`src/rtl/bcs_pkg.sv`:
```
// Shared definitions for the bit-cascaded slice comparator: default operand
// width and the packed {eq, gt} result pair.
package bcs_pkg;

  localparam int DEFAULT_WIDTH = 8;

  typedef struct packed {
    logic eq;
    logic gt;
  } cmp_res_t;

  localparam cmp_res_t CMP_RES_CLEAR = '{eq: 1'b0, gt: 1'b0};

endpackage

```
`src/rtl/bcs_cell.sv`:
```
// One-bit comparator slice. Written as discrete gates so each stage can be
// annotated with its own delay when the chain is characterised.
module bcs_cell (
  input  logic a_i,
  input  logic b_i,
  input  logic eq_in,
  input  logic gt_in,
  output logic eq_out,
  output logic gt_out
);

  logic bit_eq;
  logic b_n;
  logic gt_here;

  assign bit_eq  = ~(a_i ^ b_i);
  assign b_n     = ~b_i;
  assign gt_here = eq_in & a_i & b_n;
  assign eq_out  = eq_in & bit_eq;
  assign gt_out  = gt_in | gt_here;

endmodule

```
`src/rtl/bcs_based_comparator.sv`:
```
// N-bit unsigned magnitude comparator: a cascade of bcs_cell slices from MSB
// to LSB, with combinational EQ/GT and registered copies.
module bcs_based_comparator
  import bcs_pkg::*;
#(
  parameter int N = DEFAULT_WIDTH
) (
  input  logic         clk,
  input  logic         reset,
  input  logic [N-1:0] a,
  input  logic [N-1:0] b,
  output logic         EQ,
  output logic         GT,
  output logic         EQ_r,
  output logic         GT_r
);

  // Chain index k carries the result seen by slice k-1; index N seeds the MSB.
  logic [N:0] eq_chain;
  logic [N:0] gt_chain;

  cmp_res_t res_q;

  assign eq_chain[N] = 1'b1;
  assign gt_chain[N] = 1'b0;

  for (genvar i = 0; i < N; i++) begin : g_slice
    bcs_cell u_cell (
      .a_i    (a[i]),
      .b_i    (b[i]),
      .eq_in  (eq_chain[i+1]),
      .gt_in  (gt_chain[i+1]),
      .eq_out (eq_chain[i]),
      .gt_out (gt_chain[i])
    );
  end

  assign EQ = eq_chain[0];
  assign GT = gt_chain[0];

  always_ff @(posedge clk or negedge reset) begin
    if (!reset) begin
      res_q <= CMP_RES_CLEAR;
    end else begin
      res_q <= '{eq: EQ, gt: GT};
    end
  end

  assign EQ_r = res_q.eq;
  assign GT_r = res_q.gt;

endmodule

```
`config.mk`:
```
export PLATFORM = sky130hd
export DESIGN_NAME = bcs_based_comparator
export DESIGN_NICKNAME = d
export VERILOG_FILES = /design/src/rtl/bcs_pkg.sv /design/src/rtl/bcs_cell.sv /design/src/rtl/bcs_based_comparator.sv
export SDC_FILE = /design/constraint.sdc
export NUM_CORES = 1
export LEC_CHECK = 0
export BUFFER_PORTS_ARGS = -buffer_cell sky130_fd_sc_hd__buf_2
export CORE_AREA = 2 2 39 41
export CTS_CLUSTER_SIZE = 10
export DETAILED_ROUTE_END_ITERATION = 6
export DIE_AREA = 0 0 41 43
export HOLD_SLACK_MARGIN = 0.08
export MAX_ROUTING_LAYER = met4
export PLACE_DENSITY = 0.45
export RECOVER_POWER = 100
export SLEW_MARGIN = 20
export SYNTH_ARGS = -nofsm -noshare
export SYNTH_HDL_FRONTEND = slang
export SYNTH_SLANG_ARGS = --single-unit
```
`constraint.sdc`:
```
create_clock -name clk -period 1.7 [get_ports clk]
set_input_delay 0 -clock clk [delete_from_list [all_inputs] [get_ports clk]]
set_output_delay 0 -clock clk [all_outputs]
set_load 0.005 [all_outputs]
```
# Word-level counts from Yosys, hierarchy flattened
# Cells that the tools add are included.
# totals
reg_bits	2
input_bits	18
output_inout_bits	4
wordCells	55
# classes
bitwise	53
# op_table
op	count
$and 1x1->1	22
$not 1->1	16
$xor 1x1->1	8
$or 1x1->1	7

# Longest topological paths before layout
# Gate-level depths: netlist of run 1.
# logic_depth
depth_word	11
mapped_depth	6
mapped_depth_nobuf	6

# By module
# From an unflattened synthesis of run 1, not the netlist that was laid out.
# hier_totals
cells_unflattened	36
area_unflattened_um2	267.8
# by_module_without_submodules
mod	instances	cells_each	area_per_inst_um2	seq_area_each_um2
bcs_cell	8	4	26.3	0.0
bcs_based_comparator	1	4	57.6	50.0

# Least setup slack after synthesis of run 1
# OpenSTA, ideal clock, no wires.
# synth_timing
path_type	input -> register
from	input b[1]
to	register res_q (netlist bit GT_r)
setup_ps	87
arrival_time_ps	1165
t_required_ps	1613
setup_slack_ps	448
cell_stages	5
n_path_buf	0
cell_sequence	nand2b_4 -> maj3_2 -> maj3_2 -> maj3_2 -> o21bai_2
# synth_via
elab_chain_cells	6
elab_cells_between_ends	9
cone_classes	bitwise: 9
# synth_lines
element	line	text
start, declared	bcs_based_comparator.sv:11	input logic [N-1:0] b,
$xor 1x1->1	bcs_cell.sv:16	assign bit_eq = ~(a_i ^ b_i);
$not 1->1	bcs_cell.sv:16	
$and 1x1->1	bcs_cell.sv:19	assign eq_out = eq_in & bit_eq;
$and 1x1->1 (2 in series)	bcs_cell.sv:18	assign gt_here = eq_in & a_i & b_n;
$or 1x1->1 *	bcs_cell.sv:20	assign gt_out = gt_in | gt_here;
net GT	bcs_based_comparator.sv:13	output logic GT,
end signal, assigned	bcs_based_comparator.sv:45	res_q <= '{eq: EQ, gt: GT};
end, declared	bcs_based_comparator.sv:22	cmp_res_t res_q;
# Mark *: on every way through the listed nets, which the timed path passes. The rest lies on a longest branch.

# Worst setup path in the final report of run 1
# layout_timing
from	input b[7]
to	output GT
# layout_via
elab_chain_cells	11
elab_cells_between_ends	31
cone_classes	bitwise: 31
# layout_lines
element	line
$xor 1x1->1	bcs_cell.sv:16
$not 1->1	bcs_cell.sv:16
$and 1x1->1, on equally long branches (2 in series)	bcs_cell.sv:18, bcs_cell.sv:19
$or 1x1->1 (tied with other cells) (4 in series)	bcs_cell.sv:20
$or 1x1->1 or $and 1x1->1 (tied branches) (2 in series)	bcs_cell.sv:20, bcs_cell.sv:18
$or 1x1->1 *	bcs_cell.sv:20
end, declared	bcs_based_comparator.sv:13
# Mark *: on every way between the ends. The rest lies on a longest branch, timed or not.

==> flow_summary_export.csv, run 1 <==
group,metric,value,unit
run_status,outcome,"finished clean",
pwr,ir_drop,0.0001583,V
pwr,p_leak,0.2208,nW
floorplan,initial_core_util,18.26,%
critical_path,crit_family,"simple AND/OR/NAND/NOR gates",
critical_path,required,1.70,ns
floorplan,fp.dieW,41,µm
drt,wire_per_inst,7.514,µm
timing,rsz0062_at_grt,"false",
timing,finalCritPeriodShare,85.80,%
logic_synthesis,synth-seq-cells,2,
drt,via_per_inst,3.986,
floorplan,io_pins,22,
logic_synthesis,synth-seq-area-share,19.80,%
drt,drt-total-wl,541,µm
drt,first_iter_violations,4,
logic_synthesis,postSynthCellCount,29,
grt,track_usage,6.359,%
grt,grt_pass1_wl,717,µm
logic_synthesis,synth_area_leader_cell,"dfrtp_1",
timing,tns,0,ns
logic_synthesis,synthFlopType,"dfrtp_1",
critical_path,critPathLaunchType,"input pin",
logic_synthesis,synth_top_area_share,19.80,%
clocking,htreeDepth,1,
clocking,cts_repair_resize_count,0,
logic_synthesis,synthXorXnorAreaFrac,20.79,%
timing,finalWorstSetupSlack,0.2414,ns
critical_path,cp_num_buf_inv,3,
pwr,finalPower,234.1,µW
floorplan,core-area,1384,µm²
min_path,hold_start,"b[0]",
placed_design,dpl.hpwl,474.2,µm
critical_path,critPathMaxStageDelay,0.55,ns
grt,grt_overflow_total,0,
final_layout,drive_above_1_share,46.43,%
flow_run,cap_violations,0,
clocking,clock-sinks,2,
timing,holdWs,0.09602,ns
logic_synthesis,synth_compound_area_share,8.416,%
logic_synthesis,synth_edf_count,0,
logic_synthesis,synth_top_family_by_area,"adder cells",
logic_synthesis,syn_nets,48,
critical_path,crit_chain,"buf_2 -> inv_1 -> ha_1 -> nand3_1 -> or4_1 -> o21ai_0 -> o21bai_2 -> clkbuf_1",
drt,drt-pass1-iter-count,2,
timing,slew_headroom,90.68,%
grt,antenna_found_initial,0,
final_layout,design_area,426.7,µm²
timing,fin_crit,1.459,ns
floorplan,die_h,43,µm
critical_path,crit_arrival,1.46,ns
logic_synthesis,syn-cell-area,252.7,µm²
clocking,clk_pin_slew,0.03,ns
placed_design,place_area,377.9,µm²
clocking,cts_root_buf,"clkbuf_4",
min_path,hp-class,"input pin to register",
pwr,powerDensity,548.8,nW/µm²
timing,setup_viol,0,
floorplan,rows,14,
timing,finalMaxSlewViolations,0,
placed_design,place_congestion,0.5584,
placed_design,portBuffers,21,
timing,report.final.hold_viol_count,0,
timing,tightest_slew,0.1388,ns
floorplan,die_area,1763,µm²
logic_synthesis,synth_adder_area_share,22.28,%
placed_design,preCtsSetupSlack,0.2586,ns
critical_path,cpMaxStageDelayCell,"or4_1",
critical_path,setup.worst_path.end_class,"output port",
logic_synthesis,synth_area_per_cell,8.715,µm²
clocking,clockBufferDepth,2,
clocking,postCtsSetupRepairBufs,0,
logic_synthesis,synthSimpleGateAreaFrac,21.29,%
clocking,cts_tree,"yes",
grt,grt_start_max_net_pins,3,
logic_synthesis,synth_common_cells,"5 x inv_1, 3 x maj3_2, 3 x xnor2_1, 3 x xor2_1",
grt,first_global_vias,239,
drt,ant_nets,0,
logic_synthesis,muxShareOfSynthArea,0,%
critical_path,critical_path_class,"input pin to output port",
critical_path,cp_max_fo,2,
drt,drc,0,
final_layout,syn2layout_area_growth,68.81,%
final_layout,diodes,0,
critical_path,startpoint,"b[7]",
logic_synthesis,yosys_warnings,0,
final_layout,layout.nets,77,
timing,max_freq,0.6856,GHz
clocking,cts_buffers,3,
logic_synthesis,synthArstFlopShare,100.0,%
logic_synthesis,synth_area_leaders,"dfrtp_1 20%, maj3_2 13%, xnor2_1 10%",
drt,num_vias,287,
logic_synthesis,ys_types,16,
logic_synthesis,yosysMostFrequentCell,"inv_1",
==> where the power goes <==
part	switching [mW]	internal, mW	leakage (nW)
logic	0.0316	0.0466	0.181
clock network	0.0267	0.0778	0.0138
registers	0.000481	0.0510	0.0260
==> final timing paths <==
path	end	slack, ns	cells after the start
worst max-delay path	GT	0.24	8
worst min-delay path	EQ_r	0.1	3
min in group asynchronous	EQ_r	0.63	3
max in group asynchronous	GT_r	0.40	4
==> cells in the final DEF (no fill, tap or decap) <==
cell type       n
clkbuf_4        3
ha_1            1
or4_1           1
clkbuf_1        3
buf_2          18
nor2b_1         1
o21ai_0         1
xor2_1          3
nand3_1         2
xnor2_1         3
nand2b_4        1
nand2b_1        2
inv_1           5
dlygate4sd3_1   3
dfrtp_1         2
nor2_1          1
maj3_1          1
o21bai_2        1
a21oi_1         1
maj3_2          3
==> tightest hold or removal path, stage by stage <==
cell and delay [ns]:
buf_2 0.09, xor2_1 0.06, nor2_1 0.11
==> through the flow <==
step                instances  util, %
floorplan                  29        -
global placement           66    27.31
detailed placement         66    27.31
CTS                        72    31.10
global route               72    30.83
finish                     72    30.83
==> registers in the layout, indices dropped and copies added, names as in the netlist <==
signal	count
EQ_r	1
GT_r	1
==> logic make-up after synthesis <==
family | after synthesis
and+or+nand+nor | 8
AOI/OAI and AO/OA | 3
adders and majority gates | 5
DFF | 2
buffers and inverters | 5
xor gates and xnor gates | 6
==> area by class of cell <==
| cell class | count | area (µm²) |
|---|---|---|
| Fill cell | 160 | 957.2 |
| Multi-Input combinational cell | 22 | 183.9 |
| Timing Repair Buffer | 24 | 131.4 |
| Sequential cell | 2 | 50.05 |
| Clock buffer | 3 | 22.52 |
| Tap cell | 16 | 20.02 |
| Inverter | 5 | 18.77 |
==> repair_timing <==
item	4_1_cts	5_1_grt
endpoints found under the setup margin	0	0
hold endpoints to repair	2	0
hold buffers	3	0
==> metal layers <==
metal  vias up  track usage, %  routed length (µm)
li1        149               -                   -
met1       124           5.096                 179
met2        14           10.63                 286
met3         0           1.571                  75
met4         0           6.000                   0
met5         -               -                   0
(Power assumes the default switching activity.)
==> run 2, diff against run 1 <==
--- a/config.mk
+++ b/config.mk
@@ -12,9 +12,10 @@
 export DIE_AREA = 0 0 41 43
 export HOLD_SLACK_MARGIN = 0.08
 export MAX_ROUTING_LAYER = met4
-export PLACE_DENSITY = 0.45
+export PLACE_DENSITY = 0.46
 export RECOVER_POWER = 100
 export SLEW_MARGIN = 20
 export SYNTH_ARGS = -nofsm -noshare
 export SYNTH_HDL_FRONTEND = slang
+export SYNTH_HIERARCHICAL = 1
 export SYNTH_SLANG_ARGS = --single-unit
==> flow_summary_export.csv, run 2 <==
group,metric,value,unit
floorplan,die_area,1763,µm²
critical_path,required,1.70,ns
critical_path,startpoint,"b[7]",
logic_synthesis,synth_area_leader_cell,"xnor2_1",
pwr,powerDensity,500.2,nW/µm²
critical_path,crit_chain,"buf_2 -> xnor2_1 -> and2_1 -> and2_1 -> and2_4 -> and2_1 -> and2_4 -> and2_1 -> and2_1 -> nand2_1 -> o21bai_1 -> buf_2",
clocking,cts_tree,"yes",
clocking,cts_buffers,3,
grt,grt_start_max_net_pins,3,
final_layout,syn2layout_area_growth,71.03,%
critical_path,cpMaxStageDelayCell,"o21bai_1",
final_layout,diodes,0,
grt,met1_usage,8.917,%
drt,wire_per_inst,6.802,µm
logic_synthesis,syn-cell-area,267.8,µm²
drt,ant_nets,0,
pwr,p_sw,52.56,µW
pwr,sw_frac_of_total,22.95,%
logic_synthesis,yosys_warnings,6,
timing,fin_crit,1.541,ns
timing,finalWorstSetupSlack,0.1592,ns
logic_synthesis,postSynthCellCount,36,
floorplan,core-area,1384,µm²
timing,holdWs,0.09724,ns
critical_path,cp_max_fo,2,
grt,first_global_vias,286,
pwr,p_int,176.5,µW
clocking,cts_root_buf,"clkbuf_4",
floorplan,io_pins,22,
pwr,combPwrFrac,33.7,%
floorplan,rows,14,
placed_design,place_area,396.6,µm²
timing,setup_viol,0,
placed_design,dpl.cell_count,74,
drt,drc,0,
logic_synthesis,synth_top_area_share,26.17,%
min_path,hp-class,"input pin to asynchronous set/reset pin",
critical_path,setup.worst_path.end_class,"output port",
pwr,finalPower,229.1,µW
logic_synthesis,synth_area_per_cell,7.438,µm²
grt,met3_usage,3.141,%
timing,finalMaxSlewViolations,0,
logic_synthesis,ys_types,6,
critical_path,critPathLaunchType,"input pin",
critical_path,crit_path_frequent_cell,"and2_1",
critical_path,critical_path_class,"input pin to output port",
grt,grt_use_met2,11.56,%
clocking,htreeDepth,1,
clocking,clock-sinks,2,
final_layout,layout_commonest_cell,"buf_2",
pwr,seqPwrFrac,22.2,%
floorplan,initial_core_util,19.35,%
pwr,clock_power_share,44.2,%
logic_synthesis,synth-seq-cells,2,
logic_synthesis,synth_area_leaders,"xnor2_1 26%, o21bai_1 22%, and2_1 19%",
logic_synthesis,synth-seq-area-share,18.69,%
run_status,outcome,"finished clean",
final_layout,finish.utilization,33.09,%
timing,report.final.hold_viol_count,0,
grt,top_usage_layer,"met2",
placed_design,portBuffers,21,
floorplan,die_h,43,µm
pwr,ir_drop,0.0001337,V
critical_path,crit_arrival,1.54,ns
placed_design,place_congestion,0.5547,
grt,grt_overflow_total,0,
placed_design,dpl.hpwl,475.9,µm
clocking,clk_pin_slew,0.03,ns
timing,tns,0,ns
final_layout,stdcell_count,81,
placed_design,preCtsSetupSlack,0.1247,ns
critical_path,critPathMaxStageDelay,0.17,ns
final_layout,layout.nets,85,
grt,track_usage,8.513,%
pwr,p_leak,0.2036,nW
timing,finalCritPeriodShare,90.64,%
clocking,clockBufferDepth,2,
final_layout,mostFrequentLayoutCells,"18 x buf_2, 8 x nand2_1, 8 x o21bai_1, 8 x xnor2_1, 6 x and2_1",
drt,drt-pass1-iter-count,1,
grt,grt_pass1_wl,959,µm
floorplan,fp.dieW,41,µm
final_layout,design_area,457.9,µm²
grt,antenna_found_initial,0,
logic_synthesis,synth_common_cells,"8 x and2_1, 8 x nand2_1, 8 x o21bai_1, 8 x xnor2_1",
logic_synthesis,synthFlopType,"dfrtp_1",
drt,first_iter_violations,0,
drt,via_per_inst,3.864,
flow_run,cap_violations,0,
final_layout,drive_above_1_share,36.92,%
logic_synthesis,synthArstFlopShare,100.0,%
drt,drt-total-wl,551,µm
timing,max_freq,0.6490,GHz
logic_synthesis,synth_edf_count,0,
drt,num_vias,313,
run 2: power by group through the flow:
stage / Combinational [mW] / Clock [mW] / Sequential (mW)
floorplan: 0.0342 / 0 / 0.0516
global placement: 0.0687 / 0 / 0.0511
detailed placement: 0.0692 / 0 / 0.0512
CTS: 0.0747 / 0.109 / 0.0507
global route: 0.0878 / 0.117 / 0.0509
finish: 0.0771 / 0.101 / 0.0508
run 2: path summary, 6_finish.rpt:
path	endpoint	slack (ns)	depth (start not counted)
setup / recovery	GT	0.16	12
hold / removal	EQ_r	0.1	2
max in group asynchronous	GT_r	1.48	2
min in group clk	GT_r	0.27	4
run 2: cells by family after synthesis:
| logic type | synth area share [%] |
|---|---|
| other cells | 2.805 |
| flops | 18.69 |
| compound gates | 22.43 |
| simple gates | 29.91 |
| xor+xnor | 26.17 |
run 2: per-layer routing:
| layer | part of all wire, % | up-vias | wire [µm] |
|---|---|---|---|
| met3 | 13 | 0 | 72 |
| li1 | - | 171 | - |
| met1 | 46 | 123 | 251 |
| met4 | 0 | 0 | 0 |
| met5 | 0 | - | 0 |
| met2 | 41 | 19 | 226 |
run 2: layout make-up:
cell class / instances / area (µm²)
fillers: 159 / 925.9
multi-input cells: 35 / 226.5
repair buffers: 25 / 138.9
flip-flops and latches: 2 / 50.05
clock buffers: 3 / 22.52
well taps: 16 / 20.02
run 2: critical path: cells and delay by family:
kind | cells | cell delay (ns)
AO/OA/AOI/OAI | 1 | 0.17
XOR/XNOR | 1 | 0.12
buffers and inverters | 2 | 0.25
AND/OR/NAND/NOR | 8 | 0.98
run 2: timing repair:
item,CTS,global route
hold buffers,3,0
endpoints found under the setup margin,0,1
endpoints found under the hold margin,3,0
buffers inserted,0,1
resized for setup,0,2
==> run 3, diff against run 2 <==
--- a/config.mk
+++ b/config.mk
@@ -6,13 +6,16 @@
 export NUM_CORES = 1
 export LEC_CHECK = 0
 export BUFFER_PORTS_ARGS = -buffer_cell sky130_fd_sc_hd__buf_2
+export CELL_PAD_IN_SITES_DETAIL_PLACEMENT = 1
+export CELL_PAD_IN_SITES_GLOBAL_PLACEMENT = 1
 export CORE_AREA = 2 2 39 41
+export CTS_BUF_LIST = sky130_fd_sc_hd__clkbuf_4 sky130_fd_sc_hd__clkbuf_8 sky130_fd_sc_hd__clkbuf_16
 export CTS_CLUSTER_SIZE = 10
 export DETAILED_ROUTE_END_ITERATION = 6
 export DIE_AREA = 0 0 41 43
 export HOLD_SLACK_MARGIN = 0.08
 export MAX_ROUTING_LAYER = met4
-export PLACE_DENSITY = 0.46
+export PLACE_DENSITY = 0.65
 export RECOVER_POWER = 100
 export SLEW_MARGIN = 20
 export SYNTH_ARGS = -nofsm -noshare
==> flow_summary_export.csv, run 3 (same netlist as run 2, synthesis figures left out) <==
group,metric,value,unit
placed_design,preCtsSetupSlack,0.1188,ns
timing,finalCritPeriodShare,91.34,%
grt,first_global_vias,337,
final_layout,diodes,0,
critical_path,setup.worst_path.end_class,"output port",
drt,drt-pass1-iter-count,2,
pwr,ir_drop,0.0001394,V
clocking,clockBufferDepth,2,
clocking,cts_tree,"yes",
placed_design,place_congestion,0.5978,
grt,track_usage,10.14,%
grt,antenna_found_initial,0,
timing,report.final.hold_viol_count,0,
min_path,hp-class,"input pin to asynchronous set/reset pin",
placed_design,portBuffers,21,
timing,setup_viol,0,
placed_design,dpl.hpwl,600.6,µm
critical_path,cpMaxStageDelayCell,"o21bai_1",
timing,max_freq,0.6440,GHz
pwr,finalPower,234.7,µW
final_layout,mostFrequentLayoutCells,"18 x buf_2, 8 x nand2_1, 8 x o21bai_1, 8 x xnor2_1",
drt,ant_nets,0,
run_status,outcome,"finished clean",
drt,via_per_inst,4.062,
drt,wire_per_inst,9.074,µm
critical_path,required,1.70,ns
grt,grt_pass1_wl,1166,µm
critical_path,crit_arrival,1.55,ns
critical_path,critPathLaunchType,"input pin",
flow_run,cap_violations,0,
timing,finalWorstSetupSlack,0.1472,ns
floorplan,rows,14,
critical_path,critical_path_class,"input pin to output port",
critical_path,cp_num_buf_inv,2,
final_layout,layout.nets,85,
grt,grt_overflow_total,0,
critical_path,critPathMaxStageDelay,0.17,ns
pwr,p_leak,0.2065,nW
timing,fin_crit,1.553,ns
final_layout,finish.utilization,33.45,%
floorplan,io_pins,22,
final_layout,layout_commonest_cell,"buf_2",
grt,grt_start_max_net_pins,3,
drt,drc,0,
timing,finalMaxSlewViolations,0,
clocking,cts_root_buf,"clkbuf_4",
drt,first_iter_violations,1,
final_layout,drive_above_1_share,40.00,%
critical_path,cp_max_fo,2,
drt,num_vias,329,
clocking,htreeDepth,1,
clocking,clock-sinks,2,
floorplan,die_h,43,µm
floorplan,fp.dieW,41,µm
clocking,cts_buffers,3,
critical_path,crit_chain,"buf_2 -> xnor2_1 -> and2_1 -> and2_4 -> and2_1 -> and2_4 -> and2_4 -> and2_1 -> and2_4 -> nand2_1 -> o21bai_1 -> buf_2",
timing,tns,0,ns
drt,drt-total-wl,735,µm
floorplan,die_area,1763,µm²
critical_path,crit_path_frequent_cell,"and2_4",
final_layout,fillCellCount,180,
pwr,powerDensity,507.1,nW/µm²
final_layout,syn2layout_area_growth,72.90,%
floorplan,initial_core_util,19.35,%
floorplan,core-area,1384,µm²
clocking,clk_pin_slew,0.03,ns
critical_path,crit_family,"simple AND/OR/NAND/NOR gates",
run 3: what timing repair did:
action	in CTS	in global routing
hold endpoints to repair	3	0
buffers inserted	0	1
hold buffers	3	0
resized for setup	0	4
setup endpoints to repair	0	2
run 3: worst max path at each step:
stage / from / end / cells past startpoint
4_1_cts: b[7] / GT / 12
5_1_grt: b[7] / GT / 12
3_3_place_gp: b[7] / GT / 12
3_5_place_dp: b[7] / GT / 12
6_report: b[7] / GT / 12
2_1_floorplan: a[7] / GT_r / 10
run 3: routing by layer:
layer / vias to the layer above / wire length (µm) / track usage [%]
met1: 140 / 267 / 8.889
met3: 0 / 88 / 1.571
li1: 171 / - / -
met5: - / 0 / -
met4: 0 / 0 / 8.000
met2: 18 / 380 / 17.50
run 3: area by class of cell:
cell class / count / area [µm²] / area share, %
clock buffers: 3 / 22.52 / 4.865
multi-input cells: 35 / 231.5 / 50.00
flip-flops and latches: 2 / 50.05 / 10.81
well taps: 16 / 20.02 / 4.324
repair buffers: 25 / 138.9 / 30.00
run 3: power by group:
| part | internal (mW) | leakage [nW] | switching, mW |
|---|---|---|---|
| Sequential | 0.0502 | 0.0250 | 0.000614 |
| Combinational | 0.0498 | 0.168 | 0.0308 |
| Clock | 0.0777 | 0.0138 | 0.0256 |
run 3: through the flow:
step                hold WS (ns)  cells  cell area [µm²]
floorplan                -0.2956     37            271.5
global placement         -0.2155     74            396.6
detailed placement       -0.2109     74            396.6
CTS                      0.08777     80            449.2
global route              0.1174     81            462.9
finish                   0.09961     81            462.9
